==> src/rtl/hazard_scoreboard_pkg.sv <==
// Shared types and constants for the register hazard scoreboard.
// Holds the per-register entry layout and the stall output bundle.
package hazard_scoreboard_pkg;

    localparam int HAZ_LAT_W = 3;

    // Pending state of one architectural register.
    typedef struct packed {
        logic                 pend_wb;
        logic [HAZ_LAT_W-1:0] cnt;
    } sb_entry_t;

    // Stall and hazard controls presented to the front end.
    typedef struct packed {
        logic PCWrite_n;
        logic if_id_Write_n;
        logic is_data_stall;
        logic is_control_hazard;
    } hazard_out_t;

endpackage

==> src/rtl/hazard_scoreboard_if.sv <==
// Bundle between the pipeline (master) and the scoreboard (slave).
// Carries issue/writeback events, ID sources, redirect and stall results.
interface hazard_scoreboard_if #(
    parameter int NUM_REGS   = 32,
    parameter int REG_ADDR_W = 5,
    parameter int LAT_W      = 3,
    parameter int CNT_W      = 32
);
    logic                  issue_valid;
    logic [REG_ADDR_W-1:0] issue_rd;
    logic [LAT_W-1:0]      issue_lat;
    logic                  wb_valid;
    logic [REG_ADDR_W-1:0] wb_rd;
    logic [REG_ADDR_W-1:0] if_id_rs1;
    logic [REG_ADDR_W-1:0] if_id_rs2;
    logic                  if_id_rs1_used;
    logic                  if_id_rs2_used;
    logic                  beu_redirect;
    logic                  PCWrite_n;
    logic                  if_id_Write_n;
    logic                  is_data_stall;
    logic                  is_control_hazard;
    logic [NUM_REGS-1:0]   busy_vec;
    logic [CNT_W-1:0]      stall_count;

    modport master (
        output issue_valid, issue_rd, issue_lat,
        output wb_valid, wb_rd,
        output if_id_rs1, if_id_rs2,
        output if_id_rs1_used, if_id_rs2_used,
        output beu_redirect,
        input  PCWrite_n, if_id_Write_n,
        input  is_data_stall, is_control_hazard,
        input  busy_vec, stall_count
    );

    modport slave (
        input  issue_valid, issue_rd, issue_lat,
        input  wb_valid, wb_rd,
        input  if_id_rs1, if_id_rs2,
        input  if_id_rs1_used, if_id_rs2_used,
        input  beu_redirect,
        output PCWrite_n, if_id_Write_n,
        output is_data_stall, is_control_hazard,
        output busy_vec, stall_count
    );
endinterface

==> src/rtl/hazard_sb_entry.sv <==
// One scoreboard entry: pend_wb flag plus latency down-counter.
// Ports: issue_i/lat_i load, wb_hit_i clear, busy_o, ready_now_o.
module hazard_sb_entry #(
    parameter int LAT_W = 3
) (
    input  logic             clk,
    input  logic             reset,
    input  logic             issue_i,
    input  logic [LAT_W-1:0] lat_i,
    input  logic             wb_hit_i,
    output logic             busy_o,
    output logic             ready_now_o
);
    logic             pend_q, pend_d;
    logic [LAT_W-1:0] cnt_q, cnt_d;

    always_comb begin
        pend_d = pend_q & ~wb_hit_i;
        cnt_d  = (cnt_q != '0) ? cnt_q - 1'b1 : '0;
        // A new producer replaces whatever was pending (WAW).
        if (issue_i) begin
            pend_d = (lat_i == '0);
            cnt_d  = lat_i;
        end
    end

    always_ff @(posedge clk) begin
        if (reset) begin
            pend_q <= 1'b0;
            cnt_q  <= '0;
        end else begin
            pend_q <= pend_d;
            cnt_q  <= cnt_d;
        end
    end

    assign busy_o = pend_q | (cnt_q != '0);

    // Ready when idle or when the value is forwardable this cycle.
    assign ready_now_o = ~busy_o
                       | (cnt_q == LAT_W'(1))
                       | (pend_q & wb_hit_i);
endmodule

==> src/rtl/hazard_scoreboard.sv <==
// Register scoreboard between ID and EX: stalls on pending sources,
// passes branch redirect through, counts stall cycles (saturating).
module hazard_scoreboard
    import hazard_scoreboard_pkg::*;
#(
    parameter int NUM_REGS   = 32,
    parameter int REG_ADDR_W = 5,
    parameter int LAT_W      = HAZ_LAT_W,
    parameter int CNT_W      = 32
) (
    input logic               clk,
    input logic               reset,
    hazard_scoreboard_if.slave sb
);
    logic [NUM_REGS-1:0] busy;
    logic [NUM_REGS-1:0] ready_now;
    logic                rs1_ok, rs2_ok;
    logic                data_stall;
    logic                issue_eff;
    logic [CNT_W-1:0]    stall_cnt_q, stall_cnt_d;
    hazard_out_t         hz;

    // Register 0 is hardwired zero and always ready.
    assign busy[0]      = 1'b0;
    assign ready_now[0] = 1'b1;

    assign rs1_ok = ~sb.if_id_rs1_used | ready_now[sb.if_id_rs1];
    assign rs2_ok = ~sb.if_id_rs2_used | ready_now[sb.if_id_rs2];

    // Redirect outranks data stalls; reset suppresses all stalls.
    assign data_stall = ~reset & ~sb.beu_redirect & ~(rs1_ok & rs2_ok);

    assign issue_eff = sb.issue_valid & ~sb.beu_redirect
                     & ~data_stall & (sb.issue_rd != '0);

    for (genvar r = 1; r < NUM_REGS; r++) begin : g_ent
        hazard_sb_entry #(.LAT_W(LAT_W)) u_ent (
            .clk         (clk),
            .reset       (reset),
            .issue_i     (issue_eff && sb.issue_rd == REG_ADDR_W'(r)),
            .lat_i       (sb.issue_lat),
            .wb_hit_i    (sb.wb_valid && sb.wb_rd == REG_ADDR_W'(r)),
            .busy_o      (busy[r]),
            .ready_now_o (ready_now[r])
        );
    end

    always_comb begin
        stall_cnt_d = stall_cnt_q;
        if (data_stall && stall_cnt_q != '1)
            stall_cnt_d = stall_cnt_q + 1'b1;
    end

    always_ff @(posedge clk) begin
        if (reset) stall_cnt_q <= '0;
        else       stall_cnt_q <= stall_cnt_d;
    end

    always_comb begin
        hz                   = '0;
        hz.is_data_stall     = data_stall;
        hz.PCWrite_n         = data_stall;
        hz.if_id_Write_n     = data_stall;
        hz.is_control_hazard = sb.beu_redirect;
    end

    assign sb.PCWrite_n         = hz.PCWrite_n;
    assign sb.if_id_Write_n     = hz.if_id_Write_n;
    assign sb.is_data_stall     = hz.is_data_stall;
    assign sb.is_control_hazard = hz.is_control_hazard;
    assign sb.busy_vec          = busy;
    assign sb.stall_count       = stall_cnt_q;
endmodule
==> src/flat_wrapper.sv <==
// flat-port wrapper written by rule: the top's interface ports become plain ports
module hazard_scoreboard_flat import hazard_scoreboard_pkg::*;
#(
    parameter int NUM_REGS   = 32,
    parameter int REG_ADDR_W = 5,
    parameter int LAT_W      = HAZ_LAT_W,
    parameter int CNT_W      = 32
)
  (clk, reset, sb_issue_valid, sb_issue_rd, sb_issue_lat, sb_wb_valid, sb_wb_rd, sb_if_id_rs1, sb_if_id_rs2, sb_if_id_rs1_used, sb_if_id_rs2_used, sb_beu_redirect, sb_PCWrite_n, sb_if_id_Write_n, sb_is_data_stall, sb_is_control_hazard, sb_busy_vec, sb_stall_count);
  hazard_scoreboard_if #(.NUM_REGS(NUM_REGS), .REG_ADDR_W(REG_ADDR_W), .LAT_W(LAT_W), .CNT_W(CNT_W)) sb_i ();
  input logic clk;
  input logic reset;
  input wire logic [$bits(sb_i.issue_valid)-1:0] sb_issue_valid;
  input wire logic [$bits(sb_i.issue_rd)-1:0] sb_issue_rd;
  input wire logic [$bits(sb_i.issue_lat)-1:0] sb_issue_lat;
  input wire logic [$bits(sb_i.wb_valid)-1:0] sb_wb_valid;
  input wire logic [$bits(sb_i.wb_rd)-1:0] sb_wb_rd;
  input wire logic [$bits(sb_i.if_id_rs1)-1:0] sb_if_id_rs1;
  input wire logic [$bits(sb_i.if_id_rs2)-1:0] sb_if_id_rs2;
  input wire logic [$bits(sb_i.if_id_rs1_used)-1:0] sb_if_id_rs1_used;
  input wire logic [$bits(sb_i.if_id_rs2_used)-1:0] sb_if_id_rs2_used;
  input wire logic [$bits(sb_i.beu_redirect)-1:0] sb_beu_redirect;
  output wire logic [$bits(sb_i.PCWrite_n)-1:0] sb_PCWrite_n;
  output wire logic [$bits(sb_i.if_id_Write_n)-1:0] sb_if_id_Write_n;
  output wire logic [$bits(sb_i.is_data_stall)-1:0] sb_is_data_stall;
  output wire logic [$bits(sb_i.is_control_hazard)-1:0] sb_is_control_hazard;
  output wire logic [$bits(sb_i.busy_vec)-1:0] sb_busy_vec;
  output wire logic [$bits(sb_i.stall_count)-1:0] sb_stall_count;
  assign sb_i.issue_valid = sb_issue_valid;
  assign sb_i.issue_rd = sb_issue_rd;
  assign sb_i.issue_lat = sb_issue_lat;
  assign sb_i.wb_valid = sb_wb_valid;
  assign sb_i.wb_rd = sb_wb_rd;
  assign sb_i.if_id_rs1 = sb_if_id_rs1;
  assign sb_i.if_id_rs2 = sb_if_id_rs2;
  assign sb_i.if_id_rs1_used = sb_if_id_rs1_used;
  assign sb_i.if_id_rs2_used = sb_if_id_rs2_used;
  assign sb_i.beu_redirect = sb_beu_redirect;
  assign sb_PCWrite_n = sb_i.PCWrite_n;
  assign sb_if_id_Write_n = sb_i.if_id_Write_n;
  assign sb_is_data_stall = sb_i.is_data_stall;
  assign sb_is_control_hazard = sb_i.is_control_hazard;
  assign sb_busy_vec = sb_i.busy_vec;
  assign sb_stall_count = sb_i.stall_count;
  hazard_scoreboard #(.NUM_REGS(NUM_REGS), .REG_ADDR_W(REG_ADDR_W), .LAT_W(LAT_W), .CNT_W(CNT_W)) u_core (.clk(clk), .reset(reset), .sb(sb_i));
endmodule
==> config.mk <==
export PLATFORM = sky130hd
export DESIGN_NAME = hazard_scoreboard_flat
export DESIGN_NICKNAME = d
export VERILOG_FILES = /design/src/rtl/hazard_scoreboard_pkg.sv /design/src/rtl/hazard_scoreboard_if.sv /design/src/rtl/hazard_sb_entry.sv /design/src/rtl/hazard_scoreboard.sv /design/src/flat_wrapper.sv
export SDC_FILE = /design/constraint.sdc
export NUM_CORES = 1
export LEC_CHECK = 0
export CORE_MARGIN = 4
export CORE_UTILIZATION = 55
export CTS_BUF_LIST = sky130_fd_sc_hd__clkbuf_8
export DETAILED_ROUTE_END_ITERATION = 6
export GPL_TIMING_DRIVEN = 0
export PLACE_DENSITY = 0.77
export SYNTH_ARGS = -nofsm -noshare
export SYNTH_HDL_FRONTEND = slang
export SYNTH_SLANG_ARGS = --single-unit
==> constraint.sdc <==
create_clock -name clk -period 8.73 [get_ports clk]
set_input_delay 1.3095 -clock clk [delete_from_list [all_inputs] [get_ports clk]]
set_output_delay 1.3095 -clock clk [all_outputs]
set_load 0.05 [all_outputs]
==> results of run 1 <==
routing by layer:
| metal | track usage | up-vias |
|---|---|---|
| li1 | - | 4400 |
| met1 | 0.417 | 4451 |
| met2 | 0.472 | 469 |
| met3 | 0.0599 | 67 |
| met4 | 0.109 | 0 |
| met5 | 0 | - |
critical path, delay by kind of cell:
family          cells  cell delay [ns]
buf+inv             6             2.42
compound gates      5             1.52
simple gates        1             0.17
report_power, final:
group | leakage, nW | internal [W] | switching, W | total, W
Combinational | 2.77 | 0.0000438 | 0.0000979 | 0.000142
Sequential | 1.26 | 0.000713 | 0.00000213 | 0.000715
Clock | 0.209 | 0.000294 | 0.000286 | 0.000580
through the flow:
step	hold slack, ns	setup WS [ns]	instances	util
6_report	0.506	1.97	1504	0.658
5_1_grt	0.529	1.87	1504	0.658
4_1_cts	0.504	2.04	1504	0.658
3_5_place_dp	0.491	2.05	1473	0.633
3_3_place_gp	0.478	2.08	1473	0.633
2_1_floorplan	0.467	3.59	1162	-
state kept, by name, summed over array words and instances (netlist names):
register / cells
u_core.g_ent.u_ent.cnt_q: 93
u_core.g_ent.u_ent.pend_q: 31
u_core.sb.stall_count: 32
synthesized netlist by cell type (all sizes together) (3+ instances only):
cell type,number,area (µm²)
nor3b,20,155
o211ai,7,52.6
nand2b,34,213
inv,13,48.8
nor4,5,31.3
o311ai,4,35.0
or4,28,210
a211oi,5,37.5
mux2,55,619
nor3,6,30.0
o21a,5,37.5
nor2b,14,87.6
a21oi,70,350
and3,14,87.6
and4,4,35.0
o31ai,20,150
a41o,4,40.0
clkbuf,56,210
nand4,19,119
nand2,139,522
nor2,129,484
or3,33,206
and2,5,31.3
a31o,3,26.3
o21ai,39,210
o41ai,3,26.3
and4b,3,30.0
nand4b,6,52.6
a32oi,22,193
buf,56,392
a22oi,4,30.0
nand3,75,375
dfxtp,156,3120
mux2i,66,661
o31a,3,26.3
nand3b,6,45.0
how the worst max path moves through the flow:
| stage | startpoint | end | cells past startpoint | slack, ns |
|---|---|---|---|---|
| 2_1_floorplan | sb_wb_rd[4] | sb_if_id_Write_n | 12 | 3.59 |
| 3_3_place_gp | sb_wb_rd[0] | sb_is_data_stall | 12 | 2.08 |
| 3_5_place_dp | sb_wb_rd[0] | sb_is_data_stall | 12 | 2.05 |
| 4_1_cts | sb_wb_rd[0] | sb_is_data_stall | 12 | 2.04 |
| 5_1_grt | sb_wb_rd[0] | sb_is_data_stall | 13 | 1.87 |
| 6_report | sb_wb_rd[3] | sb_is_data_stall | 12 | 1.97 |
layout by cell type, fill, tap and decap left out, types with 5 or more instances in the layout:
cell,count
or4_1,28
and2_1,5
buf_4,38
and3_1,14
nor3b_1,19
mux2_2,55
nand3b_1,6
dfxtp_1,156
mux2i_1,66
o31ai_1,20
clkdlybuf4s50_1,91
clkbuf_1,56
inv_1,14
nand2b_1,34
nor2_1,129
nor4_1,5
nand4b_1,6
a211oi_1,5
nand2_1,139
o21a_1,5
a21oi_1,70
a32oi_1,22
o211ai_1,7
nand4_1,19
nor3_1,6
nand3_1,75
clkbuf_8,19
or3_1,33
o21ai_0,36
nor2b_1,14
buf_2,13
cell families after synthesis:
logic type / share of synthesized area
compound gates: 0.149
fa+ha+maj: 0.00135
buf+inv: 0.0706
flops: 0.337
mux: 0.138
other cells: 0.000404
simple gates: 0.304
layout make-up:
| type | instances | share of cell area |
|---|---|---|
| clock inverter | 12 | 0.0135 |
| buffer | 112 | 0.0554 |
| tap | 220 | 0.0253 |
| multi-input combinational | 880 | 0.506 |
| timing repair buffer | 91 | 0.0838 |
| clock buffer | 19 | 0.0241 |
| sequential | 156 | 0.287 |
| inverter | 14 | 0.00484 |
==> run_results.csv, run 1 <==
group,metric,value,unit
status,status,"finished, final reports clean",
setup_path,critPathLaunchType,"input pin",
route,wire_per_inst,19.0,µm
yosys,ys_seq_elements,156,
timing,hold_viol_final,0,
floorplanning,die_w,138,µm
cts,clkTransAtPathRegs,0.08,ns
setup_path,cp.required,7.42,ns
timing,rsz0062_at_grt,"false",
timing,finalClockSkew,0.0123,ns
floorplanning,initial_utilization,0.561,
job,cap_violations,0,
setup_path,critPathMostFrequentCell,"clkdlybuf4s50_1",
cts,cts_resized,0,
global_route,grt_pass1_vias,8476,
timing,setup_viol,0,
timing,fin_tns_setup,0,ns
power_and_ir_drop,finalPower,0.00144,W
global_route,antenna_found_initial,0,
timing,tightest_slew,0.862,ns
route,drc,0,
finish,fill_cells,1444,
cts,cts_sinks,156,
cts,cts_hold_buf,0,
route,antenna_left,0,
min_path,holdPathStages,2,
cts,root_buffer,"clkbuf_8",
min_path,min_from,"u_core.sb.stall_count[21]",
setup_path,cp_cell_sequence,"clkdlybuf4s50_1 > and2_1 > clkbuf_1 > a32oi_1 > a2111oi_0 > o41a_1 > o2111ai_2 > o21ai_4 > buf_2 > inv_1 > buf_4 > clkdlybuf4s50_1",
timing,timing.fmax,148,MHz
floorplanning,ios,98,
route,avgViaCountPerCell,6.24,
global_route,grt_max_degree,17,
route,routed_wl,28600,µm
setup_path,cp-end-kind,"output port",
route,vias,9387,
timing,slew_viol_final,0,
setup_path,r2r-start,"u_core.sb.stall_count[3]",
yosys,avgSynthCellArea,7.98,µm²
cts,post_cts_buffers,0,
timing,relSlewSlack,0.425,
floorplanning,die_h,138,µm
yosys,seq_area_frac_synth,0.337,
global_route,grt_util_all_layers,0.303,
floorplanning,fp.dieArea,19000,µm²
timing,min_period_over_period,0.775,
route,wl_met3,2470,µm
finish,drive_above_1_share,0.118,
setup_path,path_class,"input pin to output port",
placement,buffer_ports.inserted,91,
cts,htree_levels,4,
setup_path,cp.arrival,5.45,ns
route,met1_length,12400,µm
cts,cts_made_buffers,17,
route,firstDrtPassIters,6,
floorplanning,core_area,16500,µm²
yosys,synthesis.nets,1193,
min_path,worst_hold_path.endpoint,"u_core.sb.stall_count[21]",
yosys,syn_area,9270,µm²
setup_path,path_max_fanout,10,
cts,clockBufferDepth,2,
power_and_ir_drop,power_density,132,nW/µm²
placement,gp_congestion,1.01,
min_path,hold_path.class,"flip-flop to flip-flop",
finish,n_antenna_cell,0,
floorplanning,rows,47,
cts,clock_latency,0.47,ns
setup_path,reg2reg_to,"u_core.sb.stall_count[3]",
yosys,async_reset_ff_frac,0,
finish,seqCellArea,3120,µm²
setup_path,critPathMaxStageDelay,0.69,ns
yosys,synth_cell_types,69,
timing,period_minus_slack,6.76,ns
yosys,syn_inst,1162,
global_route,grt_overflow,0,
finish,nets,1303,
yosys,synth_flop_cell,"dfxtp_1",
finish,multiInputGateArea,5500,µm²
global_route,grt_pass1_wl,44600,µm
setup_path,crit_slowest_cell,"clkdlybuf4s50_1",
route,maxUsedRoutingLayer,"met4",
power_and_ir_drop,peakVddDrop,0.0881,mV
power_and_ir_drop,leakage,4.24,nW
route,drt-initial-drc-count,1156,
yosys,synth-edff-count,0,
placement,placed_cell_area,10500,µm²
finish,area_delta_synth_final,17.2,%
yosys,yosysWarnings,0,
setup_path,r2r_cells,11,
route,dr_wl_met2,13100,µm
finish,final_area,10900,µm²
placement,post-dp-hpwl,20800,µm
setup_path,reg2reg_slack,5.31,ns
cts,cts_tree,"yes",
Note: power is estimated with default switching activity, not from simulation.
==> run 2: changes to the inputs <==
==> constraint.sdc (replaced) <==
create_clock -name clk -period 6.7 [get_ports clk]
set_input_delay 1.005 -clock clk [delete_from_list [all_inputs] [get_ports clk]]
set_output_delay 1.005 -clock clk [all_outputs]
set_load 0.05 [all_outputs]
==> results of run 2 <==
Same layout as run 1 (identical final DEF). Status: finished, final reports clean.
Main changes from that run: setup slack after placement 2.05 ns -> 0.633 ns; setup slack after layout 1.97 ns -> 0.546 ns; register-to-register setup slack 5.31 ns -> 3.28 ns; total power 0.00144 W -> 0.00187 W; worst IR drop on VDD 0.0881 mV -> 0.115 mV
==> run 3: changes to the inputs <==
--- a/config.mk
+++ b/config.mk
@@ -5,7 +5,7 @@
 export SDC_FILE = /design/constraint.sdc
 export NUM_CORES = 1
 export LEC_CHECK = 0
-export CORE_MARGIN = 4
+export CORE_MARGIN = 10
 export CORE_UTILIZATION = 55
 export CTS_BUF_LIST = sky130_fd_sc_hd__clkbuf_8
 export DETAILED_ROUTE_END_ITERATION = 6
==> run 3 against run 2 <==
Compared with the run above:
- die area is 18% higher
- clock skew is 0.0011 ns lower
- critical path depth stayed put
- non-clock buffer count stayed put
- worst setup slack worse by 0.048 ns
- sequential share of layout area is 0.11 points higher
- total power is 3.3% lower
- critical path type unchanged
- critical endpoint is now sb_if_id_Write_n
- largest power group unchanged
==> run_results.csv, run 3 (synthesized netlist as in run 1, its figures left out) <==
group,metric,value,unit
finish,multiInputGateArea,5500,µm²
setup_path,critPathBufInv,6,
setup_path,critPathMaxStageDelay,0.69,ns
min_path,hold_path.class,"flip-flop to flip-flop",
cts,cts_tree,"yes",
finish,drive_above_1_share,0.116,
setup_path,critPathLaunchType,"input pin",
timing,period_minus_slack,6.20,ns
finish,n_antenna_cell,0,
finish,top_register,"u_core.g_ent.u_ent.cnt_q",
placement,placedCellCount,1473,
global_route,grt_overflow,0,
power_and_ir_drop,leakage,4.22,nW
setup_path,path_max_fanout,10,
placement,placed_cell_area,10500,µm²
finish,stdcell_count,1504,
global_route,antenna_found_initial,0,
floorplanning,ios,98,
cts,cts_resized,0,
status,status,"finished, final reports clean",
cts,post_cts_buffers,0,
timing,tightest_slew,0.784,ns
setup_path,critPathMostFrequentCell,"clkdlybuf4s50_1",
finish,largest_register_ffs,93,
placement,gp_congestion,0.991,
finish,seqCellArea,3120,µm²
global_route,grt_pass1_vias,8162,
setup_path,cp_cell_sequence,"clkdlybuf4s50_1 > and2_1 > clkbuf_1 > a32oi_1 > a2111oi_0 > o41a_1 > o2111ai_2 > o21ai_4 > buf_2 > inv_1 > buf_4 > clkdlybuf4s50_1",
finish,area_delta_synth_final,16.7,%
finish,layout_common_cells,"dfxtp_1, nand2_1, nor2_1, clkdlybuf4s50_1, nand3_1",
timing,timing.fmax,161,MHz
route,vias,9223,
floorplanning,fp.dieArea,22500,µm²
finish,fill_cells,1504,
route,drt-initial-drc-count,1041,
power_and_ir_drop,peakVddDrop,0.131,mV
route,routed_wl,29000,µm
power_and_ir_drop,finalPower,0.00181,W
timing,min_period_over_period,0.926,
timing,slew_viol_final,0,
setup_path,cp-end-kind,"output port",
finish,nets,1303,
route,firstDrtPassIters,6,
global_route,grt_max_degree,17,
job,cap_violations,0,
cts,cts_sinks,156,
cts,clockBufferDepth,2,
timing,setup_viol,0,
setup_path,critPathTopFamily,"buffers and inverters",
cts,clock_latency,0.47,ns
floorplanning,die_h,150,µm
route,antenna_left,0,
timing,finalClockSkew,0.0112,ns
timing,relSlewSlack,0.477,
timing,hold_viol_final,0,
placement,post-dp-hpwl,21300,µm
floorplanning,core_area,16600,µm²
route,avgViaCountPerCell,6.13,
route,drc,0,
timing,whs,0.497,ns
setup_path,crit_slowest_cell,"clkdlybuf4s50_1",
floorplanning,die_w,150,µm
global_route,grt_util_all_layers,0.251,
timing,fin_tns_setup,0,ns
setup_path,path_class,"input pin to output port",
finish,final_area,10800,µm²
cts,cts_hold_buf,0,
setup_path,cp.arrival,5.20,ns
power_and_ir_drop,power_density,167,nW/µm²
cts,clkTransAtPathRegs,0.09,ns
global_route,grt_pass1_wl,44600,µm
placement,buffer_ports.inserted,91,
finish,final_common_cell,"dfxtp_1",
setup_path,cp.required,5.69,ns
cts,cts_made_buffers,17,
cts,root_buffer,"clkbuf_8",
floorplanning,rows,47,
cts,htree_levels,4,
floorplanning,initial_utilization,0.559,
route,wire_per_inst,19.3,µm
timing,rsz0062_at_grt,"false",
-- run 3: stage by stage --
step	util	worst slack, ns
2_1_floorplan	-	2.17
3_3_place_gp	0.631	0.595
3_5_place_dp	0.631	0.626
4_1_cts	0.653	0.620
5_1_grt	0.653	0.373
6_report	0.653	0.498
-- run 3: area by class of cell --
| class | count | share of cell area |
|---|---|---|
| multi-input combinational | 880 | 0.508 |
| sequential | 156 | 0.289 |
| timing repair buffer | 91 | 0.0842 |
| buffer | 112 | 0.0556 |
| tap | 220 | 0.0254 |
| clock buffer | 17 | 0.0216 |
| clock inverter | 14 | 0.0121 |
| inverter | 14 | 0.00485 |
-- run 3: worst reg2reg max path, stage by stage, from the launching register on --
cell      delay (ns)
dfxtp_1         0.45
and4_1          0.25
and3_1          0.22
and4_1          0.29
and4_1          0.25
nand2_1         0.10
nor2_1          0.27
and3_1          0.24
clkbuf_1        0.40
clkbuf_1        0.43
o311ai_0        0.21
o41ai_1         0.10
-- run 3: where the power goes --
part	total, W	leakage (nW)	internal (W)	switching (W)
combinational	0.000185	2.77	0.0000570	0.000128
clock	0.000693	0.191	0.000323	0.000370
sequential	0.000931	1.26	0.000928	0.00000261
total	0.00181	4.22	0.00131	0.000501
-- run 3: layer usage --
layer | vias to the layer above | track usage | share of wire
met5 | - | 0 | 0
met4 | 0 | 0.0841 | 0.025
met3 | 53 | 0.0574 | 0.087
met2 | 429 | 0.385 | 0.44
met1 | 4337 | 0.340 | 0.44
li1 | 4404 | - | -
-- run 3: path summary, 6_finish.rpt --
check                            startpoint                        end  slack (ns)  depth (start not counted)
setup reg to reg   u_core.sb.stall_count[3]   u_core.sb.stall_count[3]        3.38                         11
hold / removal    u_core.sb.stall_count[19]  u_core.sb.stall_count[19]        0.50                          2
hold reg to reg   u_core.sb.stall_count[19]  u_core.sb.stall_count[19]        0.50                          2
setup / recovery                sb_wb_rd[3]           sb_if_id_Write_n        0.50                         12
==> patch 1: new RTL, flow settings as in run 3 <==
`NUM_REGS` is set to 32 in 3 places; all go to 64.
--- a/src/rtl/hazard_scoreboard_if.sv
+++ b/src/rtl/hazard_scoreboard_if.sv
@@ -2,5 +2,5 @@
 // Carries issue/writeback events, ID sources, redirect and stall results.
 interface hazard_scoreboard_if #(
-    parameter int NUM_REGS   = 32,
+    parameter int NUM_REGS   = 64,
     parameter int REG_ADDR_W = 5,
     parameter int LAT_W      = 3,
--- a/src/rtl/hazard_scoreboard.sv
+++ b/src/rtl/hazard_scoreboard.sv
@@ -4,5 +4,5 @@
     import hazard_scoreboard_pkg::*;
 #(
-    parameter int NUM_REGS   = 32,
+    parameter int NUM_REGS   = 64,
     parameter int REG_ADDR_W = 5,
     parameter int LAT_W      = HAZ_LAT_W,
--- a/src/flat_wrapper.sv
+++ b/src/flat_wrapper.sv
@@ -2,5 +2,5 @@
 module hazard_scoreboard_flat import hazard_scoreboard_pkg::*;
 #(
-    parameter int NUM_REGS   = 32,
+    parameter int NUM_REGS   = 64,
     parameter int REG_ADDR_W = 5,
     parameter int LAT_W      = HAZ_LAT_W,
Ports: changed (resized sb_busy_vec); port bits go from 98 to 130. No check against the original RTL was run, so the function may have changed too.
==> patch 1 against run 3 <==
  * Synthesized area increased by 68%
  * Design area increased by 69%
  * Combinational power increased by 66%
  * Sequential power increased by 83%
  * Total power increased by 100%
  * Sequential cell count increased by 128
  * Wire length increased by 82%
  * First-iteration DRC count increased by 66%
  * Worst setup slack got worse by 0.34 ns
  * Critical path type unchanged
  * Largest power group unchanged
  * Highest routed layer unchanged
==> patch 1: results (changes against run 3) <==
[min_path]
min_from = u_core.g_ent[32].u_ent.cnt_q[0]
min_to = u_core.g_ent[32].u_ent.cnt_q[0]
hold_depth = 1  ; -1

[global_routing]
grt.met3_usage = 0.0703  ; +0.0129
antenna_found_initial = 1  ; +1
grt_pass1_vias = 14485  ; +77%
met1_usage = 0.350  ; +0.0102
grt_overflow = 0  ; unchanged
grt_max_degree = 13  ; -4
grt_pass1_wl_mm = 80.4  ; +81%
grt.met2_usage = 0.455  ; +0.0693
gr-usage-all-layers = 0.284  ; +0.0328

[synth]
seq_area_frac_synth = 0.366  ; +0.0291
synthTopCellsByArea = dfxtp_1, ha_1, mux2i_1
synth_nets = 1938  ; +62%
avgSynthCellArea_um2 = 8.43  ; +5.6%
synth-main-ff-cell = dfxtp_1
synth_common_cells = dfxtp_1, nand2_1, a21oi_1, nor2_1, nand3_1
synthDistinctLibCells = 73  ; +5.8%

[cts]
clockBufferDepth = 3  ; +1
h-tree-depth = 2  ; -2
clkTransAtPathRegs_ns = 0.06  ; -0.03 ns
root_buffer = clkbuf_8
cts_buffers = 48  ; +31
clk_latency_ns = 0.58  ; +0.11 ns

[detailed_routing]
drt_iter0_drc = 1732  ; +66%
via_per_inst = 6.11  ; -0.33%
dr.pass1.iters = 6  ; unchanged
wire_per_inst_um = 21.7  ; +12%
vias = 14870  ; +61%

[pwr]
pg_clk_mw = 1.63  ; +140%
switchingPower_mw = 0.961  ; +92%
comb_cell_power_mw = 0.307  ; +66%
p_leak_nw = 7.40  ; +75%
power_frac_comb = 0.084  ; -0.018
ir_drop_mv = 0.189  ; +44%

[sta]
worstMarginPinSlew_ns = 0.998  ; +0.214 ns
hold_ws_ns = 0.452  ; -0.0456 ns
fmax_mhz = 153  ; -5.2%
fin_skew_ns = 0.0224  ; +0.0112 ns

[critical_path]
crit_end = sb_is_data_stall
rr_worst_depth = 11  ; unchanged
cpMaxStageDelayCell = nor2_1
rrSetupSlack_ns = 2.91  ; -0.47 ns
r2r_start = u_core.g_ent[11].u_ent.cnt_q[1]
critPathMaxFanout = 10  ; unchanged
critPathMaxStageDelay_ns = 0.72  ; +0.03 ns
startpoint = sb_wb_rd[1]
r2r-end = u_core.g_ent[30].u_ent.cnt_q[0]

[placement]
placed_cell_area_mm2 = 0.0173  ; +65%
pre_cts_ws_ns = 0.377  ; -0.249 ns
hpwl_mm = 38.4  ; +81%
dp_cells = 2346  ; +59%
port_buffers = 125  ; +37%
gp_congestion = 1.03  ; +3.6%

[finish]
layout.nets = 2113  ; +62%
drive_above_1_share = 0.140  ; +0.0242
largest_reg_flops = 189  ; +100%

[status]
status = complete, no violations

patch 1: changes by cell type in the layout (fill, tap and decap cells not counted), sizes merged, moves of 36 or more:
cell and change:
nor3 +71, dfxtp +128, o41ai +36, buf +38, inv +72, nand2 +40, ha +64, o21ai +47
clkbuf +72
patch 1: metal layers:
metal	vias up	wire (µm)	part of all wire
li1	6904	-	-
met2	785	23700	0.45
met3	164	5310	0.10
met1	7017	21300	0.40
met4	0	2380	0.045
met5	-	0	0
patch 1: cell families after synthesis:
| logic type | share of synthesized area |
|---|---|
| adder cells (fa/ha/maj) | 0.0523 |
| buffers and inverters | 0.0801 |
| AND/OR/NAND/NOR | 0.259 |
| AO/OA/AOI/OAI | 0.143 |
| flip-flops | 0.366 |
| multiplexers | 0.0990 |
| other | 0.000241 |
patch 1: area by class of cell:
cell class	count	area (µm²)
inverters	79	297
flip-flops and latches	284	5690
diodes	1	2.50
well taps	378	473
multi-input cells	1306	8610
clock inverters	21	125
fillers	2376	9570
plain buffers	174	948
clock buffers	65	895
repair buffers	125	1250
==> patch 2: new RTL, config.mk and constraints of run 3 <==
Without the edit above. Make the reset (`reset`) asynchronous in 2 clocked blocks.
--- a/src/rtl/hazard_sb_entry.sv
+++ b/src/rtl/hazard_sb_entry.sv
@@ -25,5 +25,5 @@
     end
 
-    always_ff @(posedge clk) begin
+    always_ff @(posedge clk or posedge reset) begin
         if (reset) begin
             pend_q <= 1'b0;
--- a/src/rtl/hazard_scoreboard.sv
+++ b/src/rtl/hazard_scoreboard.sv
@@ -52,5 +52,5 @@
     end
 
-    always_ff @(posedge clk) begin
+    always_ff @(posedge clk or posedge reset) begin
         if (reset) stall_cnt_q <= '0;
         else       stall_cnt_q <= stall_cnt_d;
Formal check against the unedited RTL: not equivalent (a bounded check fails within 4 cycles, from zero or initial values and one cycle with reset high; the reset may be asserted at any time).
==> patch 2 against run 3 <==
  * Design area is 3.0% higher
  * Clock skew is 0.0049 ns higher
  * Worst setup slack worse by 0.042 ns
  * Fmax is 0.67% lower
  * Sequential cell count stayed put
  * Synthesized area is 1.0% higher
  * Wire length is 9.2% lower
  * The run now ends with DRC left
Power is not compared: it rests on default switching activity, and its combinational part moved more than twofold at a synthesized area within 25%.
==> patch 2: results (changes against run 3) <==
[cts]
clockBufferDepth = 2  ; unchanged
root_buffer = clkbuf_8
clk_latency_ns = 0.48
clkTransAtPathRegs_ns = 0.08
cts_buffers = 17  ; unchanged
h-tree-depth = 4  ; unchanged

[global_routing]
grt_overflow = 0  ; unchanged
grt_pass1_vias = 7655  ; -6.2%
grt_pass1_wl_mm = 41.2  ; -7.5%
antenna_found_initial = 1  ; +1
gr-usage-all-layers = 0.233  ; -0.0177
grt_max_degree = 109  ; +92

[sta]
slew_headroom = 0.325  ; -0.152
layout_worst_path_cycle_share = 0.932  ; +0.00621
fin_skew_ns = 0.0161  ; +0.00491 ns

[synth]
synth_edf_count = 0  ; unchanged
seq_area_frac_synth = 0.417  ; +0.0800
async_flop_share = 1.00  ; +1.00
synth_nets = 1056  ; -11%
synth_common_cells = dfrtp_1, nand2_1, nor2_1, mux2i_1, o21ai_0
ys_warn_count = 0  ; unchanged
synthTopCellsByArea = dfrtp_1, mux2i_1, nand2_1
synthDistinctLibCells = 73  ; +5.8%
synth_top_cell_by_area = dfrtp_1

[status]
violations = DRC
status = complete, but fails checks

[pwr]
p_leak_nw = 5.59
ir_drop_mv = 0.243

[detailed_routing]
wire_per_inst_um = 19.2  ; -0.63%
dr.pass1.iters = 7  ; +1
drc_errors = 2  ; +2
drt_iter0_drc = 752  ; -28%
via_per_inst = 5.91  ; -3.6%

[placement]
hpwl_mm = 18.9  ; -11%
pre_cts_ws_ns = 0.265  ; -0.361 ns
gp_congestion = 0.969  ; -2.2%
placed_cell_area_mm2 = 0.0107  ; +1.9%
port_buffers = 95  ; +4.4%

[min_path]
worstHoldPathType = reg -> reg
min_from = u_core.sb.stall_count[26]
hold_depth = 1  ; -1
min_to = u_core.sb.stall_count[26]

[critical_path]
cpMaxStageDelayCell = clkdlybuf4s50_1
r2r_start = u_core.sb.stall_count[7]
crit_arrival_ns = 5.24  ; +0.04 ns
critPathMaxStageDelay_ns = 0.70
r2r-end = u_core.sb.stall_count[16]
rr_worst_depth = 10  ; -1
critPathMaxFanout = 10  ; unchanged
rrSetupSlack_ns = 3.52  ; +0.14 ns

[finish]
layout.nets = 1173  ; -10%
drive_above_1_share = 0.104  ; -0.0121
antennaDiodeCount = 0  ; unchanged
regMostFlops = u_core.g_ent.u_ent.cnt_q
largest_reg_flops = 93  ; unchanged

## patch 2: cell types whose count changed after synthesis, moves of 15 or more
cell             run 3  this run
dfrtp_1              0       156
dfxtp_1            156         0
a21oi_1             70         8
mux2_1               0        50
mux2_2              55        13
nand3_1             75        36
clkbuf_1            56        24
or3_1               33         4
or4_1               28         1
o21ai_0             36        60
xor2_1               0        20
o31ai_1             20         2
nand2_1            139       156
nor3_1               6        21
## patch 2: metal layers
metal	routed length, µm	vias to the layer above	GRT usage
met5	12	-	0
met4	781	2	0.102
met2	12700	329	0.381
met3	1920	57	0.0570
met1	10900	3911	0.288
li1	-	3821	-
## patch 2: power breakdown
part | switching, mW | internal (mW)
logic | 0.260 | 0.140
clock network | 0.372 | 0.497
registers | 0.0327 | 0.970
## patch 2: cell families (layout without fill, tap and decap cells)
kind of cell	Yosys count	in the layout	synth area share
compound gates	132	132	0.0964
xor+xnor	31	31	0.0290
fa+ha+maj	1	1	0.00134
buf+inv	85	214	0.0520
flops	156	156	0.417
mux	129	129	0.146
other cells	1	1	0.000400
simple gates	490	490	0.258
## patch 2: worst max path at each step
stage / start / endpoint / cells past startpoint
floorplan: reset / u_core.g_ent[10].u_ent.cnt_q[0] / 1
global placement: reset / u_core.g_ent[19].u_ent.cnt_q[1] / 2
detailed placement: sb_wb_rd[0] / sb_if_id_Write_n / 13
CTS: sb_wb_rd[0] / sb_if_id_Write_n / 13
global route: sb_wb_rd[2] / sb_if_id_Write_n / 14
finish: sb_wb_rd[1] / sb_if_id_Write_n / 13
## patch 2: final cells by class
class / instances / area [µm²]
Fill cell: 1373 / 5490
Buffer: 73 / 443
Clock inverter: 12 / 218
Inverter: 12 / 52.6
Tap cell: 220 / 275
Sequential cell: 156 / 3900
Timing Repair Buffer: 98 / 1000
Clock buffer: 19 / 262
Multi-Input combinational cell: 784 / 4990
## patch 2: worst max-delay path, delay by kind of cell
family,cells,cell delay (ns)
AOI/OAI and AO/OA,4,1.41
buffers and inverters,7,2.50
and+or+nand+nor,2,0.32
## patch 2: what timing repair did
item                                    CTS  global route
buffers inserted                          0             0
endpoints found under the setup margin    0             2
endpoints found under the hold margin     0             0
resized for setup                         0             3
## patch 2: stage by stage
stage               hold WS [ns]  power, mW  instances
finish                     0.497       2.27       1374
global route               0.511       2.35       1374
CTS                        0.498       2.27       1374
detailed placement         0.485       1.42       1343
global placement           0.475       1.41       1340
floorplan                  0.537       1.27       1025
